===== config.mk =====
export PLATFORM = sky130hd
export DESIGN_NAME = w5500_spi_target
export DESIGN_NICKNAME = d
export VERILOG_FILES = /design/src/rtl/w5500_frame_pkg.sv /design/src/rtl/spi_sync_edge.sv /design/src/rtl/w5500_spi_target.sv
export SDC_FILE = /design/constraint.sdc
export NUM_CORES = 1
export LEC_CHECK = 0
export BUFFER_PORTS_ARGS = -buffer_cell sky130_fd_sc_hd__buf_2
export CAP_MARGIN = 15
export CORE_AREA = 5 5 150 152
export CTS_BUF_LIST = sky130_fd_sc_hd__clkbuf_16
export DETAILED_ROUTE_END_ITERATION = 7
export DIE_AREA = 0 0 155 157
export PLACE_DENSITY = 0.53
export RECOVER_POWER = 50
export SLEW_MARGIN = 40
export SYNTH_ARGS = -nofsm -noshare
export SYNTH_HDL_FRONTEND = slang
export SYNTH_SLANG_ARGS = --single-unit
export TNS_END_PERCENT = 50

===== constraint.sdc =====
create_clock -name mclk -period 12.5 [get_ports mclk]
set_input_delay 2.5 -clock mclk [delete_from_list [all_inputs] [get_ports mclk]]
set_output_delay 2.5 -clock mclk [all_outputs]
set_load 0.01 [all_outputs]

===== src/rtl/w5500_frame_pkg.sv =====
// -----------------------------------------------------------------------------
// w5500_frame_pkg
// Shared definitions for the W5500-style SPI target:
//   - frame FSM state encoding
//   - operating-mode (OM) codes and their fixed byte lengths
//   - control-byte field positions
//   - header echo bytes shifted out when W5500_HDR_ECHO_EN is defined
// No ports (package).
// -----------------------------------------------------------------------------
package w5500_frame_pkg;

    typedef enum logic [2:0] {
        ST_IDLE = 3'd0,
        ST_ADDR = 3'd1,
        ST_CTRL = 3'd2,
        ST_DATA = 3'd3,
        ST_HOLD = 3'd4
    } frame_state_e;

    // Operating-mode field of the control byte.
    localparam logic [1:0] OM_VDM = 2'b00;  // variable length, until chip select rises
    localparam logic [1:0] OM_1B  = 2'b01;
    localparam logic [1:0] OM_2B  = 2'b10;
    localparam logic [1:0] OM_4B  = 2'b11;

    // Control byte layout: BSB[7:3], RWB[2], OM[1:0].
    localparam int CTRL_BSB_LSB = 3;
    localparam int CTRL_BSB_W   = 5;
    localparam int CTRL_RWB_BIT = 2;
    localparam int CTRL_OM_LSB  = 0;

    // Bytes a real W5500 shifts out while it receives the three header bytes.
    localparam logic [7:0] HDR_ECHO_ADDR_HI = 8'h01;
    localparam logic [7:0] HDR_ECHO_ADDR_LO = 8'h02;
    localparam logic [7:0] HDR_ECHO_CTRL    = 8'h03;

    // Data-phase length for the fixed-length modes; 0 means variable length.
    function automatic logic [2:0] om_fixed_len(input logic [1:0] om);
        case (om)
            OM_1B:   return 3'd1;
            OM_2B:   return 3'd2;
            OM_4B:   return 3'd4;
            default: return 3'd0;
        endcase
    endfunction

endpackage


===== src/rtl/spi_sync_edge.sv =====
// -----------------------------------------------------------------------------
// spi_sync_edge
// Brings one asynchronous SPI pin into the clk_i domain through a SYNC_FF deep
// flop chain and derives single-cycle rise/fall strobes from one extra
// history flop.
// Ports:
//   clk_i   in   system clock
//   rst_i   in   async active-high reset (chain resets low)
//   d_i     in   raw asynchronous input
//   q_o     out  synchronized level
//   rise_o  out  1-cycle strobe on a synchronized 0->1 transition
//   fall_o  out  1-cycle strobe on a synchronized 1->0 transition
// -----------------------------------------------------------------------------
module spi_sync_edge #(
    parameter int SYNC_FF = 2
) (
    input  logic clk_i,
    input  logic rst_i,
    input  logic d_i,
    output logic q_o,
    output logic rise_o,
    output logic fall_o
);

    logic [SYNC_FF-1:0] sync_q;
    logic               prev_q;

    // NOTE: non-blocking assignments let every stage of the chain sample the
    // previous stage's old value, which is what makes it a shift register.
    always_ff @(posedge clk_i or posedge rst_i) begin
        if (rst_i) begin
            sync_q <= '0;
            prev_q <= 1'b0;
        end else begin
            sync_q <= {sync_q[SYNC_FF-2:0], d_i};
            prev_q <= sync_q[SYNC_FF-1];
        end
    end

    assign q_o    = sync_q[SYNC_FF-1];
    assign rise_o = q_o & ~prev_q;
    assign fall_o = ~q_o & prev_q;

endmodule


===== src/rtl/w5500_spi_target.sv =====
// -----------------------------------------------------------------------------
// w5500_spi_target
// SPI mode-0 target speaking the W5500 frame format
//   [addr 16b][ctrl 8b][data N bytes]
// and serving the data phase from a 32-bit BRAM port. Frames whose block
// select differs from BSB_SEL are unmapped: no BRAM access, reads return 0.
//
// Configuration macro: W5500_HDR_ECHO_EN
//   defined     -> MISO shifts 8'h01, 8'h02, 8'h03 during the header bytes
//   not defined -> MISO is 0 throughout the header
//
// Ports:
//   mclk          in   system clock (>= 8x spi_sclk)
//   reset         in   async active-high reset
//   spi_scsn      in   chip select, active low
//   spi_sclk      in   SPI clock, idle low
//   spi_mosi      in   serial data in, MSB first
//   spi_miso      out  serial data out
//   spi_miso_oe   out  MISO drive enable while selected and armed
//   mb_rst        out  BRAM reset (= reset)
//   mb_en         out  BRAM access strobe, one mclk
//   mb_we         out  byte-lane write enables
//   mb_addr       out  word-aligned byte address
//   mb_din        out  write byte replicated on all four lanes
//   mb_dout       in   BRAM read data, valid one mclk after mb_en
//   frame_done    out  1-cycle pulse when chip select ends a started frame
//   frame_err     out  qualifies frame_done: header incomplete or partial byte
//   frame_rw      out  RWB of the last frame (1 = write), held
//   frame_addr    out  start address of the last frame, held
// -----------------------------------------------------------------------------
module w5500_spi_target
    import w5500_frame_pkg::*;
#(
    parameter int         MB_AW   = 13,
    parameter logic [4:0] BSB_SEL = 5'h00,
    parameter int         SYNC_FF = 2
) (
    input  logic             mclk,
    input  logic             reset,
    input  logic             spi_scsn,
    input  logic             spi_sclk,
    input  logic             spi_mosi,
    output logic             spi_miso,
    output logic             spi_miso_oe,
    output logic             mb_rst,
    output logic             mb_en,
    output logic [3:0]       mb_we,
    output logic [MB_AW-1:0] mb_addr,
    output logic [31:0]      mb_din,
    input  logic [31:0]      mb_dout,
    output logic             frame_done,
    output logic             frame_err,
    output logic             frame_rw,
    output logic [15:0]      frame_addr
);

`ifdef W5500_HDR_ECHO_EN
    localparam logic [7:0] ECHO_AH = HDR_ECHO_ADDR_HI;
    localparam logic [7:0] ECHO_AL = HDR_ECHO_ADDR_LO;
    localparam logic [7:0] ECHO_CT = HDR_ECHO_CTRL;
`else
    localparam logic [7:0] ECHO_AH = 8'h00;
    localparam logic [7:0] ECHO_AL = 8'h00;
    localparam logic [7:0] ECHO_CT = 8'h00;
`endif

    // ------------------------------------------------------------------
    // Input synchronizers
    // ------------------------------------------------------------------
    logic scsn_s, scsn_rise, scsn_fall;
    logic sclk_s, sclk_rise, sclk_fall;
    logic mosi_s, mosi_rise, mosi_fall;

    spi_sync_edge #(.SYNC_FF(SYNC_FF)) u_sync_scsn (
        .clk_i (mclk),     .rst_i (reset),     .d_i    (spi_scsn),
        .q_o   (scsn_s),   .rise_o(scsn_rise), .fall_o (scsn_fall)
    );
    spi_sync_edge #(.SYNC_FF(SYNC_FF)) u_sync_sclk (
        .clk_i (mclk),     .rst_i (reset),     .d_i    (spi_sclk),
        .q_o   (sclk_s),   .rise_o(sclk_rise), .fall_o (sclk_fall)
    );
    spi_sync_edge #(.SYNC_FF(SYNC_FF)) u_sync_mosi (
        .clk_i (mclk),     .rst_i (reset),     .d_i    (spi_mosi),
        .q_o   (mosi_s),   .rise_o(mosi_rise), .fall_o (mosi_fall)
    );

    // Only the SCLK edges and the MOSI level are needed.
    logic unused_sync;
    assign unused_sync = &{1'b0, sclk_s, mosi_rise, mosi_fall};

    // ------------------------------------------------------------------
    // State
    // ------------------------------------------------------------------
    frame_state_e     state_q;
    logic             armed_q;       // chip select seen high since reset
    logic [3:0]       bit_cnt_q;     // bit position within the current phase
    logic [14:0]      shift_q;       // MOSI history, MSB first
    logic [15:0]      addr_q;        // running byte address
    logic [15:0]      start_addr_q;  // address as received in the header
    logic             rwb_q;
    logic [1:0]       om_q;
    logic             mapped_q;
    logic [2:0]       byte_cnt_q;    // completed data bytes (fixed modes only)
    logic [7:0]       miso_sr_q;     // outgoing byte, MSB on the pin
    logic             skip_fall_q;   // next SCLK fall keeps a freshly loaded MSB
    logic             rd_wait_q;     // BRAM read issued this cycle
    logic             rd_load_q;     // BRAM read data valid this cycle
    logic [1:0]       rd_lane_q;
    logic             mb_en_q;
    logic [3:0]       mb_we_q;
    logic [MB_AW-1:0] mb_addr_q;
    logic [31:0]      mb_din_q;
    logic             frame_done_q;
    logic             frame_err_q;
    logic             frame_rw_q;
    logic [15:0]      frame_addr_q;

    // ------------------------------------------------------------------
    // Next-value helpers
    // ------------------------------------------------------------------
    logic [7:0]  rx_byte_d;
    logic [15:0] addr_inc_d;
    logic [2:0]  byte_cnt_inc_d;
    logic        ctrl_mapped_d;
    logic        fixed_done_d;
    logic [7:0]  rd_byte_d;

    assign rx_byte_d      = {shift_q[6:0], mosi_s};
    assign addr_inc_d     = addr_q + 16'd1;   // wraps FFFF -> 0000
    assign byte_cnt_inc_d = byte_cnt_q + 3'd1;
    assign ctrl_mapped_d  = (rx_byte_d[CTRL_BSB_LSB +: CTRL_BSB_W] == BSB_SEL);
    assign fixed_done_d   = (om_q != OM_VDM) && (byte_cnt_inc_d == om_fixed_len(om_q));

    // NOTE: every path assigns rd_byte_d, starting from a default, so this
    // block stays purely combinational with no inferred latch.
    always_comb begin
        rd_byte_d = 8'h00;
        case (rd_lane_q)
            2'd0: rd_byte_d = mb_dout[7:0];
            2'd1: rd_byte_d = mb_dout[15:8];
            2'd2: rd_byte_d = mb_dout[23:16];
            2'd3: rd_byte_d = mb_dout[31:24];
            default: rd_byte_d = 8'h00;
        endcase
    end

    // ------------------------------------------------------------------
    // Frame FSM with registered outputs
    // ------------------------------------------------------------------
    always_ff @(posedge mclk or posedge reset) begin
        if (reset) begin
            state_q      <= ST_IDLE;
            armed_q      <= 1'b0;
            bit_cnt_q    <= '0;
            shift_q      <= '0;
            addr_q       <= '0;
            start_addr_q <= '0;
            rwb_q        <= 1'b0;
            om_q         <= OM_VDM;
            mapped_q     <= 1'b0;
            byte_cnt_q   <= '0;
            miso_sr_q    <= '0;
            skip_fall_q  <= 1'b0;
            rd_wait_q    <= 1'b0;
            rd_load_q    <= 1'b0;
            rd_lane_q    <= '0;
            mb_en_q      <= 1'b0;
            mb_we_q      <= '0;
            mb_addr_q    <= '0;
            mb_din_q     <= '0;
            frame_done_q <= 1'b0;
            frame_err_q  <= 1'b0;
            frame_rw_q   <= 1'b0;
            frame_addr_q <= '0;
        end else begin
            // Strobes default low; the read pipeline advances every cycle.
            mb_en_q      <= 1'b0;
            mb_we_q      <= '0;
            frame_done_q <= 1'b0;
            frame_err_q  <= 1'b0;
            rd_wait_q    <= 1'b0;
            rd_load_q    <= rd_wait_q;

            if (scsn_s) begin
                armed_q <= 1'b1;
            end

            if (scsn_rise) begin
                if (state_q != ST_IDLE) begin
                    frame_done_q <= 1'b1;
                    frame_err_q  <= (state_q == ST_ADDR) || (state_q == ST_CTRL) ||
                                    ((state_q == ST_DATA) && (bit_cnt_q != 4'd0));
                    frame_rw_q   <= rwb_q;
                    frame_addr_q <= start_addr_q;
                end
                state_q     <= ST_IDLE;
                miso_sr_q   <= '0;
                skip_fall_q <= 1'b0;
                rd_wait_q   <= 1'b0;
                rd_load_q   <= 1'b0;
            end else if (scsn_fall && armed_q && (state_q == ST_IDLE)) begin
                // No SCLK fall precedes the first bit, so it goes straight out.
                state_q      <= ST_ADDR;
                bit_cnt_q    <= '0;
                rwb_q        <= 1'b0;
                start_addr_q <= '0;
                miso_sr_q    <= ECHO_AH;
                skip_fall_q  <= 1'b0;
            end else begin
                // MISO: a load lands between a byte's 8th rise and 8th fall,
                // so that fall must not shift the new MSB away.
                if (rd_load_q && (state_q == ST_DATA)) begin
                    miso_sr_q   <= rd_byte_d;
                    skip_fall_q <= 1'b1;
                end else if (sclk_fall && (state_q != ST_IDLE)) begin
                    if (skip_fall_q) begin
                        skip_fall_q <= 1'b0;
                    end else begin
                        miso_sr_q <= {miso_sr_q[6:0], 1'b0};
                    end
                end

                if (sclk_rise) begin
                    case (state_q)
                        ST_ADDR: begin
                            shift_q   <= {shift_q[13:0], mosi_s};
                            bit_cnt_q <= bit_cnt_q + 4'd1;
                            if (bit_cnt_q == 4'd7) begin
                                miso_sr_q   <= ECHO_AL;
                                skip_fall_q <= 1'b1;
                            end
                            if (bit_cnt_q == 4'd15) begin
                                addr_q       <= {shift_q[14:0], mosi_s};
                                start_addr_q <= {shift_q[14:0], mosi_s};
                                bit_cnt_q    <= '0;
                                state_q      <= ST_CTRL;
                                miso_sr_q    <= ECHO_CT;
                                skip_fall_q  <= 1'b1;
                            end
                        end

                        ST_CTRL: begin
                            shift_q   <= {shift_q[13:0], mosi_s};
                            bit_cnt_q <= bit_cnt_q + 4'd1;
                            if (bit_cnt_q == 4'd7) begin
                                rwb_q       <= rx_byte_d[CTRL_RWB_BIT];
                                om_q        <= rx_byte_d[CTRL_OM_LSB +: 2];
                                mapped_q    <= ctrl_mapped_d;
                                bit_cnt_q   <= '0;
                                byte_cnt_q  <= '0;
                                state_q     <= ST_DATA;
                                miso_sr_q   <= '0;
                                skip_fall_q <= 1'b1;
                                // First read byte is fetched while the
                                // master clocks the last control bit out.
                                if (!rx_byte_d[CTRL_RWB_BIT] && ctrl_mapped_d) begin
                                    mb_en_q   <= 1'b1;
                                    mb_addr_q <= {addr_q[MB_AW-1:2], 2'b00};
                                    rd_lane_q <= addr_q[1:0];
                                    rd_wait_q <= 1'b1;
                                end
                            end
                        end

                        ST_DATA: begin
                            shift_q   <= {shift_q[13:0], mosi_s};
                            bit_cnt_q <= bit_cnt_q + 4'd1;
                            if (bit_cnt_q == 4'd7) begin
                                bit_cnt_q   <= '0;
                                addr_q      <= addr_inc_d;
                                miso_sr_q   <= '0;
                                skip_fall_q <= 1'b1;
                                if (om_q != OM_VDM) begin
                                    byte_cnt_q <= byte_cnt_inc_d;
                                end
                                if (rwb_q && mapped_q) begin
                                    mb_en_q   <= 1'b1;
                                    mb_we_q   <= 4'b0001 << addr_q[1:0];
                                    mb_addr_q <= {addr_q[MB_AW-1:2], 2'b00};
                                    mb_din_q  <= {4{rx_byte_d}};
                                end
                                if (fixed_done_d) begin
                                    state_q <= ST_HOLD;
                                end else if (!rwb_q && mapped_q) begin
                                    mb_en_q   <= 1'b1;
                                    mb_addr_q <= {addr_inc_d[MB_AW-1:2], 2'b00};
                                    rd_lane_q <= addr_inc_d[1:0];
                                    rd_wait_q <= 1'b1;
                                end
                            end
                        end

                        default: begin
                            // IDLE and HOLD ignore SCLK.
                        end
                    endcase
                end
            end
        end
    end

    // ------------------------------------------------------------------
    // Outputs
    // ------------------------------------------------------------------
    assign spi_miso    = miso_sr_q[7];
    assign spi_miso_oe = ~scsn_s & armed_q;
    assign mb_rst      = reset;
    assign mb_en       = mb_en_q;
    assign mb_we       = mb_we_q;
    assign mb_addr     = mb_addr_q;
    assign mb_din      = mb_din_q;
    assign frame_done  = frame_done_q;
    assign frame_err   = frame_err_q;
    assign frame_rw    = frame_rw_q;
    assign frame_addr  = frame_addr_q;

endmodule


==> results.json <==
{
  "worstSetupEndpointType": "output port",
  "ant_nets": 0,
  "ioPinCount": 109,
  "async_flop_share_pct": 100,
  "timing.fmax_mhz": 191,
  "worstPathCellList": "clkbuf_1, buf_2",
  "cpMaxStageDelayCell": "buf_2",
  "dpl.cell_count": 919,
  "via_per_inst": 5.13,
  "yosys_warnings": 0,
  "clkTransAtPathRegs_ns": 0.06,
  "comb_power_share_pct": 16.2,
  "skew_ns": 0.00945,
  "htree_levels": 4,
  "hold_buffers": 0,
  "place_congestion": 0.877,
  "grt_start_max_net_pins": 82,
  "cts_tree": "done",
  "grt_pass1_vias": 5004,
  "hold_viol": 0,
  "yosysSeqAreaShare_pct": 48.8,
  "postSynthCellCount": 589,
  "clkLatencyLatePin_ns": 0.42,
  "final_util_pct": 36.1,
  "fin_setup_tns_ns": 0,
  "slew_headroom_pct": -37.7,
  "layout_commonest_cell": "dfrtp_1",
  "drt-pass1-iter-count": 5,
  "worstSetupPathType": "input port to output port",
  "place_hpwl_mm": 12.0,
  "avgRoutedWirePerCell_um": 18.0,
  "post-route-min-period_ns": 5.25,
  "ys_types": 72,
  "crit_family": "buffers and inverters",
  "cts-buffers-inserted": 17,
  "worst_slack_ns": 7.25,
  "worstPathMaxFanout": 2,
  "min_path_type": "register to register",
  "antenna_found_initial": 0,
  "syn_nets": 633,
  "grt_pass1_wl_mm": 27.7,
  "cp.required_ns": 10.00,
  "power.share.switching_pct": 31.2,
  "cts_max_path_buffers": 2,
  "intPower_w": 0.000804,
  "fp.coreArea_mm2": 0.0209,
  "portBuffers": 108,
  "whs_ns": 0.348,
  "cp.arrival_ns": 2.75,
  "overflow": 0,
  "cts-root-buf": "clkbuf_16",
  "grt_usage_pct": 14.3,
  "clock_sinks": 125,
  "fp.dieW_um": 155,
  "synth-main-ff-cell": "dfrtp_1",
  "fin_nets": 708,
  "powerDensity_mw_per_mm2": 155,
  "synth_edf_count": 0,
  "final_cells": 952,
  "ys_seq_elements": 125,
  "cts_setup_buffers": 0,
  "synth_area_mm2": 0.00641,
  "p_clk_share_pct": 42.1,
  "row_count": 53,
  "slowest_delay_ns": 0.14,
  "final-max-slew-violation-count": 46,
  "crit_buf_inv": 2,
  "violations": "capacitance limit, slew limit",
  "drt_first_iter_violations": 326,
  "drive_gt1_share_pct": 30.1,
  "route.detailed.drc": 0,
  "cts_resized": 0,
  "run_status": "finished, violations left",
  "n_antenna_cell": 0,
  "dieArea_mm2": 0.0243,
  "die_h_um": 157,
  "finalSetupViolCount": 0,
  "pwr-share-seq_pct": 41.7,
  "crit_path_start_kind": "input port",
  "rsz0062_at_grt": "no",
  "max-cap-violations": 1,
  "initial_core_util_pct": 30.7,
  "ir_drop_mv": 0.0779,
  "tightestPinTransition_ns": 2.05,
  "cellLeakagePower_nw": 3.71,
  "drt-total-wl_mm": 17.1,
  "post-place-ws_ns": 7.24,
  "layout_common_cells": "dfrtp_1 (125), buf_2 (107), nor2_1 (54), mux2_2 (45), mux2i_1 (26)",
  "vias": 4884,
  "syn_area_per_cell_um2": 10.9,
  "switching_power_w": 0.000365,
  "area.growth.synth_to_final_pct": 17.7,
  "timing.final.crit_share_pct": 42.0
}
==> layer usage <==
layer	up-vias	GRT usage (%)	wire, um
met3	33	3.27	1090
met5	-	0	0
li1	2289	-	-
met4	0	5.51	383
met2	178	22.1	7890
met1	2384	19.6	7760
==> synth_stat cells (all sizes together) (5+ instances only) <==
cell type  number  area, um2
dfrtp         125       3130
nor2           54        205
mux2           45        507
buf            38        259
mux2i          26        260
clkbuf         24       90.1
nand2          24       90.1
a21oi          22        110
inv            21       78.8
nand3          20        100
o21ai          20        100
nor3           18        124
a31oi          12       75.1
a211oi         11       82.6
nor4            9       62.6
o22ai           9       56.3
and2            8       50.1
mux4            8        180
ha              7       87.6
nand4           6       37.5
o31ai           5       56.3
==> cells by family (layout without fill, tap and decap cells) <==
| group | count (synthesis) | in the layout | share of synthesized area, % |
|---|---|---|---|
| DFF | 125 | 125 | 48.8 |
| adders and majority gates | 7 | 7 | 1.37 |
| xor gates and xnor gates | 5 | 5 | 0.683 |
| buffers and inverters | 83 | 171 | 6.68 |
| and+or+nand+nor | 170 | 170 | 14.3 |
| AOI/OAI and AO/OA | 120 | 120 | 13.4 |
| muxes | 79 | 79 | 14.8 |
==> sequential cells by signal (all words and copies together) (netlist names), 2 cells and up <==
signal,flops
u_sync_scsn.sync_q,2
mb_din,8
miso_sr_q,8
frame_addr,16
u_sync_sclk.sync_q,2
om_q,2
addr_q,13
start_addr_q,16
rd_lane_q,2
u_sync_mosi.sync_q,2
mb_addr,13
mb_we,4
bit_cnt_q,4
byte_cnt_q,3
shift_q,15
state_q,3
==> worst paths after layout <==
| path | startpoint | end | slack, ns | cells after the start |
|---|---|---|---|---|
| setup / recovery | reset | mb_rst | 7.25 | 2 |
| hold / removal | u_sync_mosi.sync_q[0] | u_sync_mosi.sync_q[1] | 0.35 | 0 |
| setup reg to reg | state_q[0] | shift_q[11] | 9.10 | 5 |
| hold reg to reg | u_sync_mosi.sync_q[0] | u_sync_mosi.sync_q[1] | 0.35 | 0 |
| max in group asynchronous | reset | addr_q[1] | 8.42 | 3 |
| min in group asynchronous | reset | frame_addr[14] | 2.60 | 2 |
==> area by class of cell <==
class,count,area (um2)
sequential,125,3130
inverter,21,80.1
clock buffer,17,425
tap,275,344
fill,2078,13300
timing repair buffer,118,606
clock inverter,15,163
multi-input combinational,381,2800
==> stage by stage <==
| stage | area, um2 | power [W] |
|---|---|---|
| final | 7550 | 0.00117 |
| after global routing | 7550 | 0.00123 |
| after CTS | 7620 | 0.00119 |
| after detailed placement | 7030 | 0.000688 |
| after global placement | 7000 | 0.000676 |
| after floorplan | 6410 | 0.000620 |
==> power groups by stage <==
stage | registers (W) | clock network, W | logic (W)
floorplan | 0.000459 | 0 | 0.000161
global placement | 0.000493 | 0 | 0.000183
detailed placement | 0.000495 | 0 | 0.000194
CTS | 0.000488 | 0.000506 | 0.000194
global route | 0.000493 | 0.000524 | 0.000209
finish | 0.000488 | 0.000492 | 0.000189
Power figures use the tool's default switching activity.
